--- config.mk ---
export PLATFORM = sky130hd
export DESIGN_NAME = mio_bus_arbiter
export DESIGN_NICKNAME = d
export VERILOG_FILES = /design/src/rtl/mio_bus_arbiter.sv
export SDC_FILE = /design/constraint.sdc
export NUM_CORES = 1
export LEC_CHECK = 0
export BUFFER_PORTS_ARGS = -buffer_cell sky130_fd_sc_hd__buf_2
export CAP_MARGIN = 10
export CORE_ASPECT_RATIO = 2
export CORE_MARGIN = 1.5
export CORE_UTILIZATION = 45
export CTS_CLUSTER_SIZE = 8
export DETAILED_ROUTE_END_ITERATION = 6
export PLACE_DENSITY = 0.9
export SLEW_MARGIN = 25
export SYNTH_ARGS = -nofsm -noshare
export SYNTH_HDL_FRONTEND = slang
export SYNTH_SLANG_ARGS = --single-unit
--- constraint.sdc ---
create_clock -name clk -period 4.6 [get_ports clk]
set_clock_uncertainty 0.2 [all_clocks]
set_input_delay 1.15 -clock clk [delete_from_list [all_inputs] [get_ports clk]]
set_output_delay 1.15 -clock clk [all_outputs]
set_load 0.02 [all_outputs]
--- src/rtl/mio_bus_arbiter.sv ---
// Two-port arbiter sharing one fixed-latency synchronous memory/IO port between
// the CPU controller (port C) and the DMA/VGA-fetch engine (port D).
//
// state  | meaning
// IDLE   | arbitrate; latch the winner's addr/we/wdata into the mem_* registers
// ACCESS | single-cycle mem_en strobe; load the latency counter
// WAIT   | MEM_LAT cycles; read data captured when the counter reaches 1
// RESP   | one-cycle ready pulse to the winner
module mio_bus_arbiter #(
    parameter int AW       = 32,
    parameter int DW       = 32,
    parameter int MEM_LAT  = 2,
    parameter int CPU_PRIO = 0
) (
    input  logic          clk,
    input  logic          reset_n,
    input  logic          c_req,
    input  logic          c_we,
    input  logic [AW-1:0] c_addr,
    input  logic [DW-1:0] c_wdata,
    output logic [DW-1:0] c_rdata,
    output logic          c_ready,
    input  logic          d_req,
    input  logic          d_we,
    input  logic [AW-1:0] d_addr,
    input  logic [DW-1:0] d_wdata,
    output logic [DW-1:0] d_rdata,
    output logic          d_ready,
    output logic          mem_en,
    output logic          mem_we,
    output logic [AW-1:0] mem_addr,
    output logic [DW-1:0] mem_wdata,
    input  logic [DW-1:0] mem_rdata,
    output logic [1:0]    grant,
    output logic [1:0]    state_out
);

    typedef enum logic [1:0] {
        S_IDLE   = 2'b00,
        S_ACCESS = 2'b01,
        S_WAIT   = 2'b10,
        S_RESP   = 2'b11
    } state_t;

    localparam logic [3:0] LP_LAT = 4'(MEM_LAT);

    state_t        r_state;
    state_t        w_next;
    logic [3:0]    r_cnt;
    logic          r_last_d;
    logic [1:0]    r_grant;
    logic          r_mem_we;
    logic [AW-1:0] r_mem_addr;
    logic [DW-1:0] r_mem_wdata;
    logic [DW-1:0] r_c_rdata;
    logic [DW-1:0] r_d_rdata;
    logic          w_pick_c;
    logic          w_pick_d;

    // On a tie, C wins under CPU priority or when D was the last owner.
    always_comb begin
        w_pick_c = 1'b0;
        w_pick_d = 1'b0;
        if (c_req && d_req) begin
            if ((CPU_PRIO != 0) || r_last_d) begin
                w_pick_c = 1'b1;
            end else begin
                w_pick_d = 1'b1;
            end
        end else if (c_req) begin
            w_pick_c = 1'b1;
        end else if (d_req) begin
            w_pick_d = 1'b1;
        end
    end

    always_comb begin
        w_next = r_state;
        case (r_state)
            S_IDLE:   if (w_pick_c || w_pick_d) w_next = S_ACCESS;
            S_ACCESS: w_next = S_WAIT;
            S_WAIT:   if (r_cnt == 4'd1) w_next = S_RESP;
            S_RESP:   w_next = S_IDLE;
            default:  w_next = S_IDLE;
        endcase
    end

    always_ff @(posedge clk or negedge reset_n) begin
        if (!reset_n) begin
            r_state <= S_IDLE;
        end else begin
            r_state <= w_next;
        end
    end

    always_ff @(posedge clk or negedge reset_n) begin
        if (!reset_n) begin
            r_cnt       <= '0;
            r_last_d    <= 1'b1;
            r_grant     <= 2'b00;
            r_mem_we    <= 1'b0;
            r_mem_addr  <= '0;
            r_mem_wdata <= '0;
            r_c_rdata   <= '0;
            r_d_rdata   <= '0;
        end else begin
            case (r_state)
                S_IDLE: begin
                    if (w_pick_c) begin
                        r_mem_we    <= c_we;
                        r_mem_addr  <= c_addr;
                        r_mem_wdata <= c_wdata;
                        r_grant     <= 2'b01;
                        r_last_d    <= 1'b0;
                    end else if (w_pick_d) begin
                        r_mem_we    <= d_we;
                        r_mem_addr  <= d_addr;
                        r_mem_wdata <= d_wdata;
                        r_grant     <= 2'b10;
                        r_last_d    <= 1'b1;
                    end
                end
                S_ACCESS: begin
                    r_cnt <= LP_LAT;
                end
                S_WAIT: begin
                    r_cnt <= r_cnt - 4'd1;
                    if ((r_cnt == 4'd1) && !r_mem_we) begin
                        if (r_grant[0]) begin
                            r_c_rdata <= mem_rdata;
                        end else if (r_grant[1]) begin
                            r_d_rdata <= mem_rdata;
                        end
                    end
                end
                S_RESP: begin
                    r_grant <= 2'b00;
                end
                default: begin
                    r_grant <= 2'b00;
                end
            endcase
        end
    end

    assign mem_en    = (r_state == S_ACCESS);
    assign mem_we    = r_mem_we;
    assign mem_addr  = r_mem_addr;
    assign mem_wdata = r_mem_wdata;
    assign c_rdata   = r_c_rdata;
    assign d_rdata   = r_d_rdata;
    assign c_ready   = (r_state == S_RESP) && r_grant[0];
    assign d_ready   = (r_state == S_RESP) && r_grant[1];
    assign grant     = r_grant;
    assign state_out = r_state;

endmodule

==> key figures, run 1 <==
STA
  • Fin Setup TNS: 0 ns
  • Rel. slew slack: 39.2%
  • Post-layout worst setup margin: 1.84 ns
  • Final Max Slew Viols: 0
  • Endpoints failing hold: 0
  • Slew @ Worst Pin: 0.910 ns
  • Period utilization: 60.0%
  • Count of final setup violators: 0
  • RSZ-0062 raised after global routing: false
  • Final min period: 2.76 ns
  • F_max: 0.362 GHz

CTS
  • H-tree lvl count: 4
  • Clk root buf: clkbuf_16
  • Clock buffer depth: 2
  • Resized cells post-CTS: 0
  • CTS Buf Count: 17
  • Hold buffers post-CTS: 0
  • Post-CTS Setup Bufs: 0
  • Clock sink count: 138
  • Clk_lat worst skew: 0.41 ns
  • Worst-path clk slew: 0.06 ns
  • CTS tree: built

Finish
  • Fin util: 63.0%
  • Fillcell total: 999
  • Area growth from synthesis to layout: 37.7%
  • Final net count: 882
  • Layout cells sized above 1: 56.9%

Die
  • Row count: 59
  • Die Y: 165 um
  • Starting Density: 45.7%
  • Ports: 302
  • Core area: 12900 um2
  • Die Width: 84.0 um
  • DIE AREA: 13900 um2

GRT
  • Total grt overflow: 0
  • Number of antenna violations at the first check in global routing: 1
  • First-pass GRT wire length: 23700 um
  • Vias in the first global route: 4778
  • Total Routing Usage GR: 22.1%
  • Largest net degree at the start of global routing: 93

Routing
  • 1st-iter DRT viols: 157
  • Total wire length: 15800 um
  • Pre-antenna DRT Iters: 4
  • Post-route ant nets: 0
  • Vias per inst: 5.29
  • Drc violations: 0
  • Drt wl/cell: 18.1 um
  • Total number of vias: 4630

Worst setup path
  • CP arrival: 1.41 ns
  • Setup CP Type: flop to output port
  • CP Capture Type: output port
  • CP Launch Type: flop
  • CP max FO: 5
  • R2R Setup Slk: 2.03 ns
  • Critical path required time: 3.25 ns

Yosys
  • Synthesized area per cell: 14.3 um2
  • Post-Syn Area: 5910 um2
  • Synth cell types: 33
  • FF+latch count, synth: 138
  • Syn Inst Count: 413
  • Net Count, Synth: 586
  • Syn. warnings: 0
  • Seq/Total Area, Yosys: 58.5%

Run status
  • Status: finished, final reports clean

Placement
  • DP Worst Slack: 1.60 ns
  • RD Place Congestion: 0.806
  • IO Port Bufs: 301
  • Post-DP HPWL: 11600 um

Power and ir drop
  • PwrDens: 660 nW/um2
  • Leakage: 0.00428 uW
  • Peak supply drop: 421 uV

Run
  • Max Cap Violations: 0

Min path
  • Hold Crit Class: flop to flop
## synth_stat cells (all sizes together)
| library cell | instances | area share, % |
|---|---|---|
| dfrtp | 137 | 58 |
| and2 | 66 | 7.0 |
| a221o | 65 | 11 |
| mux2 | 64 | 14 |
| buf | 24 | 2.9 |
| inv | 9 | 0.57 |
| ha | 7 | 1.5 |
| clkbuf | 6 | 0.38 |
| nand2 | 4 | 0.25 |
| nand3 | 3 | 0.25 |
| nor2 | 3 | 0.19 |
| o21ai | 3 | 0.25 |
| a21oi | 2 | 0.17 |
| a22o | 2 | 0.30 |
| a31oi | 2 | 0.21 |
| and3 | 2 | 0.21 |
| mux2i | 2 | 0.34 |
| nor2b | 2 | 0.34 |
| nor3b | 2 | 0.34 |
| and2b | 1 | 0.13 |
| dfstp | 1 | 0.44 |
| nand4 | 1 | 0.21 |
| o221ai | 1 | 0.15 |
| o22ai | 1 | 0.11 |
| o32a | 1 | 0.17 |
| or3 | 1 | 0.11 |
| or3b | 1 | 0.15 |
## cell families (layout without fill, tap and decap cells)
group | after synthesis | count (layout) | synth area share, %
and+or+nand+nor | 86 | 86 | 9.17
muxes | 66 | 66 | 14.6
AOI/OAI and AO/OA | 77 | 77 | 12.4
adders and majority gates | 7 | 7 | 1.48
DFF | 138 | 138 | 58.5
buffers and inverters | 39 | 348 | 3.83
other | 0 | 1 | 0
## worst max-delay path, stage by stage, from the launching register on
cell and delay (ns):
dfrtp_1 0.43, ha_1 0.22, inv_1 0.07, nor2_1 0.10, buf_2 0.19
## layout by cell type, fill, tap and decap left out, types with 7 or more instances in the layout
cell and instances:
a221o_1 65, buf_2 300, and2_1 54, and2_0 12
dfrtp_1 137, mux2_4 33, mux2_2 31, clkbuf_16 17
ha_1 7, inv_1 9
## power by group
part	total [uW]	internal, uW	switching, uW
clock	1480	925	553
sequential	1840	1620	222
combinational	2050	889	1160
## metal layers
layer	vias to the layer above	global-route usage, %	part of all wire [%]
li1	2118	-	-
met1	2269	24.4	37
met2	222	40.6	54
met3	21	5.25	6.1
met4	0	8.94	2.1
met5	-	0	0
## final cells by class
type                       count  area (um2)  area share [%]
antenna                        1        2.50          0.0308
clock inverter                14         211            2.60
multi-input combinational    236        2250            27.7
inverter                       9        33.8           0.415
sequential                   138        3450            42.5
timing repair buffer         307        1560            19.2
clock buffer                  18         429            5.28
tap                          152         190            2.34
## metrics by stage
stage / power, uW / hold WS, ns / instances / cell area [um2]
floorplan: 3210 / 0.246 / 413 / 5910
global placement: 3850 / 0.256 / 842 / 7480
finish: 5370 / 0.268 / 875 / 8130
CTS: 5410 / 0.269 / 874 / 8130
global route: 5660 / 0.302 / 875 / 8130
detailed placement: 3920 / 0.259 / 842 / 7490
## sequential cells by signal, summed over array words and instances, names as in the netlist
register	count
c_rdata	32
r_cnt	4
grant	2
mem_addr	32
state_out	2
mem_wdata	32
mem_we	1
d_rdata	32
r_last_d	1
## worst paths after layout
path                              startpoint      endpoint  cells after the start
worst max-delay path            state_out[0]       c_ready                      4
worst min-delay path                r_last_d      r_last_d                      2
worst max register to register  state_out[1]  mem_addr[20]                      6
worst min register to register      r_last_d      r_last_d                      2
max in group asynchronous            reset_n  mem_addr[30]                      2
min in group asynchronous            reset_n    c_rdata[5]                      1
No activity file was read; power rests on OpenSTA's default activity.
==> run 2: changes to the inputs <==
--- a/config.mk
+++ b/config.mk
@@ -5,6 +5,7 @@
 export SDC_FILE = /design/constraint.sdc
 export NUM_CORES = 1
 export LEC_CHECK = 0
+export ABC_AREA = 1
 export BUFFER_PORTS_ARGS = -buffer_cell sky130_fd_sc_hd__buf_2
 export CAP_MARGIN = 10
 export CORE_ASPECT_RATIO = 2
@@ -12,7 +13,7 @@
 export CORE_UTILIZATION = 45
 export CTS_CLUSTER_SIZE = 8
 export DETAILED_ROUTE_END_ITERATION = 6
-export PLACE_DENSITY = 0.9
+export PLACE_DENSITY = 0.89
 export SLEW_MARGIN = 25
 export SYNTH_ARGS = -nofsm -noshare
 export SYNTH_HDL_FRONTEND = slang
==> constraint.sdc (replaced) <==
create_clock -name clk -period 2.6 [get_ports clk]
set_clock_uncertainty 0.2 [all_clocks]
set_input_delay 0.65 -clock clk [delete_from_list [all_inputs] [get_ports clk]]
set_output_delay 0.65 -clock clk [all_outputs]
set_load 0.02 [all_outputs]
==> key figures, run 2 <==
Yosys
  • Synth area leader: dfrtp_1 (unchanged)
  • Mux share of post-synthesis cell area: 0% (was 14.6%)
  • Most common cell in the netlist: nand2_1 (was dfrtp_1)
  • Compound-Gate Fraction of Synth Area: 0.863% (was 12.4%)
  • Largest cells by area after synthesis: dfrtp_1, nand4_1, nand2_1, nand3_1, buf_4 (was dfrtp_1, a221o_1, mux2_4, mux2_2, and2_1)
  • FF+latch count, synth: 138 (unchanged)
  • Synth Flop Type: dfrtp_1 (unchanged)
  • Share of the synthesized area in the top cell type: 53.7% (was 58.1%)
  • Synth cell types: 20 (was 33)
  • Syn. warnings: 0 (unchanged)
  • Syn Inst Count: 728 (was 413)
  • Adder-Cell Fraction of Synth Area: 1.37% (was 1.48%)
  • Async SR Flop Fraction: 100% (unchanged)
  • Post-synth EDFFs: 0 (unchanged)
  • Largest family of logic cells by synthesized area: simple AND/OR/NAND/NOR gates (was multiplexers)
  • Most frequent cells after synthesis: nand2_1, dfrtp_1, nand3_1 (was dfrtp_1, a221o_1, and2_1)
  • Post-Syn Area: 6380 um2 (was 5910 um2)
  • Net Count, Synth: 901 (was 586)
  • Seq/Total Area, Yosys: 54.2% (was 58.5%)
  • Synthesized area per cell: 8.76 um2 (was 14.3 um2)
  • Xor/xnor share of the synthesized area: 0% (unchanged)
  • Simple-gate portion of the synthesized area: 36.7% (was 9.17%)

GRT
  • Vias in the first global route: 6085 (was 4778)
  • First-pass GRT wire length: 29900 um (was 23700 um)
  • Total grt overflow: 0 (unchanged)
  • Total Routing Usage GR: 25.8% (was 22.1%)
  • Number of antenna violations at the first check in global routing: 0 (was 1)
  • Largest net degree at the start of global routing: 70 (was 93)

Finish
  • Fillcell total: 1214 (was 999)
  • Area growth from synthesis to layout: 35.0% (was 37.7%)
  • Final net count: 1169 (was 882)
  • Diode count: 0 (was 1)
  • Fin util: 62.0% (was 63.0%)
  • Most common cell after layout, fill and taps aside: buf_2 (unchanged)
  • Final instance area: 8610 um2 (was 8130 um2)
  • Layout cells sized above 1: 36.0% (was 56.9%)
  • Most frequent cells in the layout: buf_2, nand2_1, nand3_1, dfrtp_1, nand4_1 (was buf_2, dfrtp_1, a221o_1, and2_1, mux2_4)

Worst setup path
  • Critical-path top delay cell: buf_4 (was dfrtp_1)
  • Reg2Reg Depth: 7 (was 6)
  • CP max FO: 69 (was 5)
  • CP Launch Type: flop (unchanged)
  • RR Startpoint: state_out[0] (was state_out[1])
  • Crit-path most repeated cell: buf_4
  • R2r endpoint: mem_addr[22] (was mem_addr[20])
  • Slowest cell delay on critical path: 0.58 ns (was 0.43 ns)
  • Critical path required time: 2.69 ns (was 3.25 ns)
  • CP Capture Type: flop (was output port)
  • Setup CP Type: flop to flop (was flop to output port)
  • Cell Chain, Critical Path: inv_1 > ha_2 > buf_4 > o21ai_4 > buf_4 > nand2_1 > nand3_1 (was ha_1 > inv_1 > nor2_1 > buf_2)
  • R2R Setup Slk: 0.33 ns (was 2.03 ns)
  • CP arrival: 2.36 ns (was 1.41 ns)

CTS
  • H-tree lvl count: 4 (unchanged)
  • Clk root buf: clkbuf_16 (unchanged)
  • CTS Buf Count: 17 (unchanged)
  • CTS tree: built (unchanged)
  • Clk_lat worst skew: 0.41 ns (about the same)
  • Clock buffer depth: 2 (unchanged)
  • Worst-path clk slew: 0.06 ns (about the same)
  • Hold buffers post-CTS: 0 (unchanged)
  • Post-CTS Setup Bufs: 0 (unchanged)
  • Resized cells post-CTS: 0 (unchanged)
  • Clock sink count: 138 (unchanged)

Routing
  • Pre-antenna DRT Iters: 5 (was 4)
  • Top routing layer used: met4 (unchanged)
  • Routed wire length on met3: 1450 um (was 966 um)
  • Drt wl/cell: 16.2 um (was 18.1 um)
  • Vias per inst: 5.49 (was 5.29)
  • Met1 wire length: 7070 um (was 5930 um)
  • Post-route ant nets: 0 (unchanged)
  • WL met2: 10200 um (was 8600 um)
  • Total number of vias: 6576 (was 4630)
  • 1st-iter DRT viols: 400 (was 157)
  • Total wire length: 19400 um (was 15800 um)
  • Drc violations: 0 (unchanged)

Placement
  • Placed cell areas: 7970 um2 (was 7490 um2)
  • Post-DP HPWL: 13500 um (was 11600 um)
  • IO Port Bufs: 301 (unchanged)
  • RD Place Congestion: 0.836 (was 0.806)

Run status
  • Status: finished with violations (was finished, final reports clean)
  • Violated checks: hold timing

STA
  • Rel. slew slack: 51.1% (was 39.2%)
  • Count of final setup violators: 0 (unchanged)
  • F_max: 0.440 GHz
  • Period utilization: 87.3%
  • Fin Setup TNS: 0 ns (unchanged)
  • Hold WS: -0.00860 ns (was 0.268 ns)
  • Endpoints failing hold: 9 (was 0)
  • Final Max Slew Viols: 0 (unchanged)
  • Final min period: 2.27 ns
  • Slew @ Worst Pin: 0.734 ns (was 0.910 ns)
  • RSZ-0062 raised after global routing: false (unchanged)

Die
  • Die Y: 171 um (was 165 um)
  • Row count: 61 (was 59)
  • Die Width: 87.2 um (was 84.0 um)
  • Core area: 13900 um2 (was 12900 um2)
  • DIE AREA: 14900 um2 (was 13900 um2)
  • Starting Density: 45.9% (was 45.7%)
  • Ports: 302 (unchanged)

Power and ir drop
  • Leakage: 0.00429 uW (was 0.00428 uW)
  • Overall Power: 11000 uW (was 5370 uW)
  • PwrDens: 1270 nW/um2 (was 660 nW/um2)
  • Peak supply drop: 703 uV (was 421 uV)

Run
  • Max Cap Violations: 0 (unchanged)

Min path
  • Hold Crit Class: primary input to async pin (was flop to flop)
run 2: critical path: cells and delay by family (launching register included):
family	cells	cell delay, ns
flops	1	0.42
fa+ha+maj	1	0.19
simple gates	2	0.20
compound gates	1	0.11
buf+inv	3	0.99
run 2: layer usage:
metal,vias to the layer above,GRT usage [%]
met5,-,0
met4,0,11.7
met3,40,6.19
met2,368,44.8
met1,3102,29.7
li1,3066,-
run 2: metrics by stage:
step	instances	setup WS [ns]
2_1_floorplan	728	0.607
3_3_place_gp	1165	0.0972
3_5_place_dp	1165	0.0571
4_1_cts	1196	0.0994
5_1_grt	1197	0.176
6_report	1197	0.330
run 2: report_power, final:
part	internal (uW)	switching (uW)	total (uW)
combinational	1550	3310	4870
sequential	3070	545	3610
clock	1580	914	2490
run 2: worst max-delay path by stage:
stage / start / end / slack, ns / depth (start not counted)
after floorplan: grant[0] / c_ready / 0.61 / 4
after global placement: d_req / mem_wdata[12] / 0.1 / 6
after detailed placement: d_req / mem_addr[5] / 0.06 / 6
after CTS: state_out[0] / mem_addr[5] / 0.1 / 7
after global routing: state_out[0] / mem_wdata[1] / 0.18 / 7
final: state_out[0] / mem_addr[22] / 0.33 / 7
run 2: layout make-up:
| class | count | area [um2] | area share (%) |
|---|---|---|---|
| repair buffers | 320 | 1740 | 20.2 |
| flip-flops and latches | 138 | 3450 | 40.1 |
| inverters | 13 | 48.8 | 0.567 |
| well taps | 189 | 236 | 2.75 |
| multi-input cells | 506 | 2520 | 29.3 |
| clock inverters | 11 | 145 | 1.69 |
| clock buffers | 20 | 467 | 5.42 |
run 2: logic make-up (layout without fill, tap and decap cells):
kind of cell / count (synthesis) / in the layout
AND/OR/NAND/NOR: 490 / 490
flip-flops: 138 / 138
adder cells (fa/ha/maj): 7 / 7
buffers and inverters: 84 / 364
AO/OA/AOI/OAI: 9 / 9
==> run 3: changes to the inputs <==
--- a/config.mk
+++ b/config.mk
@@ -8,12 +8,14 @@
 export ABC_AREA = 1
 export BUFFER_PORTS_ARGS = -buffer_cell sky130_fd_sc_hd__buf_2
 export CAP_MARGIN = 10
+export CELL_PAD_IN_SITES_DETAIL_PLACEMENT = 1
+export CELL_PAD_IN_SITES_GLOBAL_PLACEMENT = 2
 export CORE_ASPECT_RATIO = 2
 export CORE_MARGIN = 1.5
-export CORE_UTILIZATION = 45
+export CORE_UTILIZATION = 26
 export CTS_CLUSTER_SIZE = 8
 export DETAILED_ROUTE_END_ITERATION = 6
-export PLACE_DENSITY = 0.89
+export PLACE_DENSITY = 0.92
 export SLEW_MARGIN = 25
 export SYNTH_ARGS = -nofsm -noshare
 export SYNTH_HDL_FRONTEND = slang
==> key figures, run 3 (same netlist as run 2, synthesis figures left out) <==
Run status
  • Status: finished, final reports clean (was finished with violations)

GRT
  • Total Routing Usage GR: 19.3% (was 25.8%)
  • Gr busiest metal: met2 (unchanged)
  • Vias in the first global route: 7147 (was 6085)
  • Met3 Resource Use GR: 4.58% (was 6.19%)
  • M1 GR Usage: 20.1% (was 29.7%)
  • Total grt overflow: 0 (unchanged)
  • First-pass GRT wire length: 38000 um (was 29900 um)
  • Largest net degree at the start of global routing: 73 (was 70)
  • Number of antenna violations at the first check in global routing: 4 (was 0)
  • Met2 Use GR: 34.7% (was 44.8%)

CTS
  • Clock buffer depth: 2 (unchanged)
  • CTS tree: built (unchanged)
  • Resized cells post-CTS: 0 (unchanged)
  • Clock sink count: 138 (unchanged)
  • Hold buffers post-CTS: 0 (unchanged)
  • Worst-path clk slew: 0.06 ns (about the same)
  • Post-CTS Setup Bufs: 0 (unchanged)
  • Clk root buf: clkbuf_16 (unchanged)
  • H-tree lvl count: 4 (unchanged)
  • CTS Buf Count: 17 (unchanged)
  • Clk_lat worst skew: 0.43 ns (was 0.41 ns)

Finish
  • Area growth from synthesis to layout: 36.3% (was 35.0%)
  • Most frequent cells in the layout: buf_2, nand2_1, nand3_1, dfrtp_1, nand4_1 (unchanged)
  • Layout cells sized above 1: 35.5% (was 36.0%)
  • Most common cell after layout, fill and taps aside: buf_2 (unchanged)
  • Final net count: 1169 (unchanged)

Routing
  • Total wire length: 24000 um (was 19400 um)
  • Vias per inst: 5.03 (was 5.49)
  • Post-route ant nets: 0 (unchanged)
  • Drt wl/cell: 18.4 um (was 16.2 um)
  • Pre-antenna DRT Iters: 4 (was 5)
  • Total number of vias: 6541 (was 6576)
  • 1st-iter DRT viols: 212 (was 400)
  • Drc violations: 0 (unchanged)

Placement
  • RD Place Congestion: 0.778 (was 0.836)
  • DP Worst Slack: 0.410 ns (was 0.0571 ns)
  • IO Port Bufs: 301 (unchanged)
  • Post-DP HPWL: 17000 um (was 13500 um)

Worst setup path
  • R2R Setup Slk: 0.44 ns (was 0.33 ns)
  • Top cell family by delay on the critical path: flip-flops (was buffers and inverters)
  • Worst path bufs/invs: 2 (was 3)
  • Reg2Reg Depth: 7 (unchanged)
  • Cell Chain, Critical Path: ha_1 > nand2_1 > inv_1 > buf_2 (was inv_1 > ha_2 > buf_4 > o21ai_4 > buf_4 > nand2_1 > nand3_1)
  • Critical path required time: 1.75 ns (was 2.69 ns)
  • CP arrival: 1.41 ns (was 2.36 ns)
  • Setup CP Type: flop to output port (was flop to flop)
  • CP max FO: 5 (was 69)
  • Critical-path top delay cell: dfrtp_1 (was buf_4)
  • RR Startpoint: state_out[0] (unchanged)
  • CP Launch Type: flop (unchanged)
  • Slowest cell delay on critical path: 0.42 ns (was 0.58 ns)
  • R2r endpoint: mem_addr[1] (was mem_addr[22])
  • CP Capture Type: output port (was flop)

Die
  • Die Y: 225 um (was 171 um)
  • Row count: 80 (was 61)
  • Starting Density: 26.6% (was 45.9%)
  • Ports: 302 (unchanged)
  • Core area: 24000 um2 (was 13900 um2)
  • Die Width: 114 um (was 87.2 um)
  • DIE AREA: 25500 um2 (was 14900 um2)

STA
  • Post-layout worst setup margin: 0.339 ns (was 0.330 ns)
  • Endpoints failing hold: 0 (was 9)
  • Period utilization: 87.0% (was 87.3%)
  • F_max: 0.442 GHz (was 0.440 GHz)
  • Hold WS: 0.000724 ns (was -0.00860 ns)
  • Final min period: 2.26 ns (was 2.27 ns)
  • Fin Setup TNS: 0 ns (unchanged)
  • Slew @ Worst Pin: 0.658 ns (was 0.734 ns)
  • Rel. slew slack: 56.1% (was 51.1%)
  • RSZ-0062 raised after global routing: false (unchanged)
  • Count of final setup violators: 0 (unchanged)
  • Final Max Slew Viols: 0 (unchanged)

Power and ir drop
  • Peak supply drop: 601 uV (was 703 uV)
  • Leakage: 0.00427 uW (was 0.00429 uW)
  • PwrDens: 1260 nW/um2 (was 1270 nW/um2)
  • Overall Power: 10900 uW (was 11000 uW)

Min path
  • Hold Crit Class: primary input to async pin (unchanged)

Run
  • Max Cap Violations: 0 (unchanged)
## run 3: cell count changes in the layout (fill, tap and decap cells not counted)
| cell | previous run | this run |
|---|---|---|
| buf_12 | 5 | 9 |
| buf_16 | 1 | 0 |
| buf_4 | 13 | 10 |
| bufinv_16 | 3 | 1 |
| clkbuf_1 | 0 | 5 |
| clkbuf_8 | 3 | 1 |
| clkinv_2 | 3 | 5 |
| clkinvlp_4 | 3 | 0 |
| diode_2 | 0 | 5 |
## run 3: final cells by class
class | instances | area [um2]
diodes | 5 | 12.5
clock buffers | 23 | 458
clock inverters | 8 | 72.6
fillers | 2985 | 15300
inverters | 13 | 48.8
multi-input cells | 506 | 2520
flip-flops and latches | 138 | 3450
well taps | 287 | 359
repair buffers | 320 | 1770
## run 3: metal layers
| layer | part of all wire [%] | routed length, um | up-vias |
|---|---|---|---|
| li1 | - | - | 3080 |
| met1 | 36 | 8630 | 3164 |
| met2 | 54 | 13000 | 242 |
| met3 | 5.2 | 1250 | 55 |
| met4 | 4.5 | 1090 | 0 |
| met5 | 0 | 0 | - |
## run 3: worst register-to-register path, stage by stage, from the launching register on
cell and delay [ns]:
dfrtp_1 0.42, inv_1 0.12, ha_2 0.23, inv_1 0.09, nor2_4 0.50, buf_4 0.34
nand3_1 0.11, nand3_1 0.09
## run 3: through the flow
| step | util [%] | cell area (um2) | std cells |
|---|---|---|---|
| final | 36.2 | 8690 | 1300 |
| after global routing | 36.2 | 8690 | 1299 |
| after CTS | 36.1 | 8680 | 1295 |
| after detailed placement | 33.9 | 8150 | 1264 |
| after global placement | 33.9 | 8150 | 1264 |
| after floorplan | - | 6380 | 728 |
## run 3: where the power goes
group	internal, uW	switching, uW
Combinational	1590	3480
Clock	1330	946
Sequential	3070	538
## run 3: worst max path at each step
stage / from / slack (ns) / to / cells after the start
after floorplan: grant[0] / 0.61 / c_ready / 4
after global placement: d_req / 0.44 / mem_wdata[27] / 6
after detailed placement: d_req / 0.41 / mem_wdata[20] / 6
after CTS: state_out[0] / 0.30 / c_ready / 4
after global routing: state_out[0] / 0.26 / c_ready / 4
final: state_out[0] / 0.34 / d_ready / 4
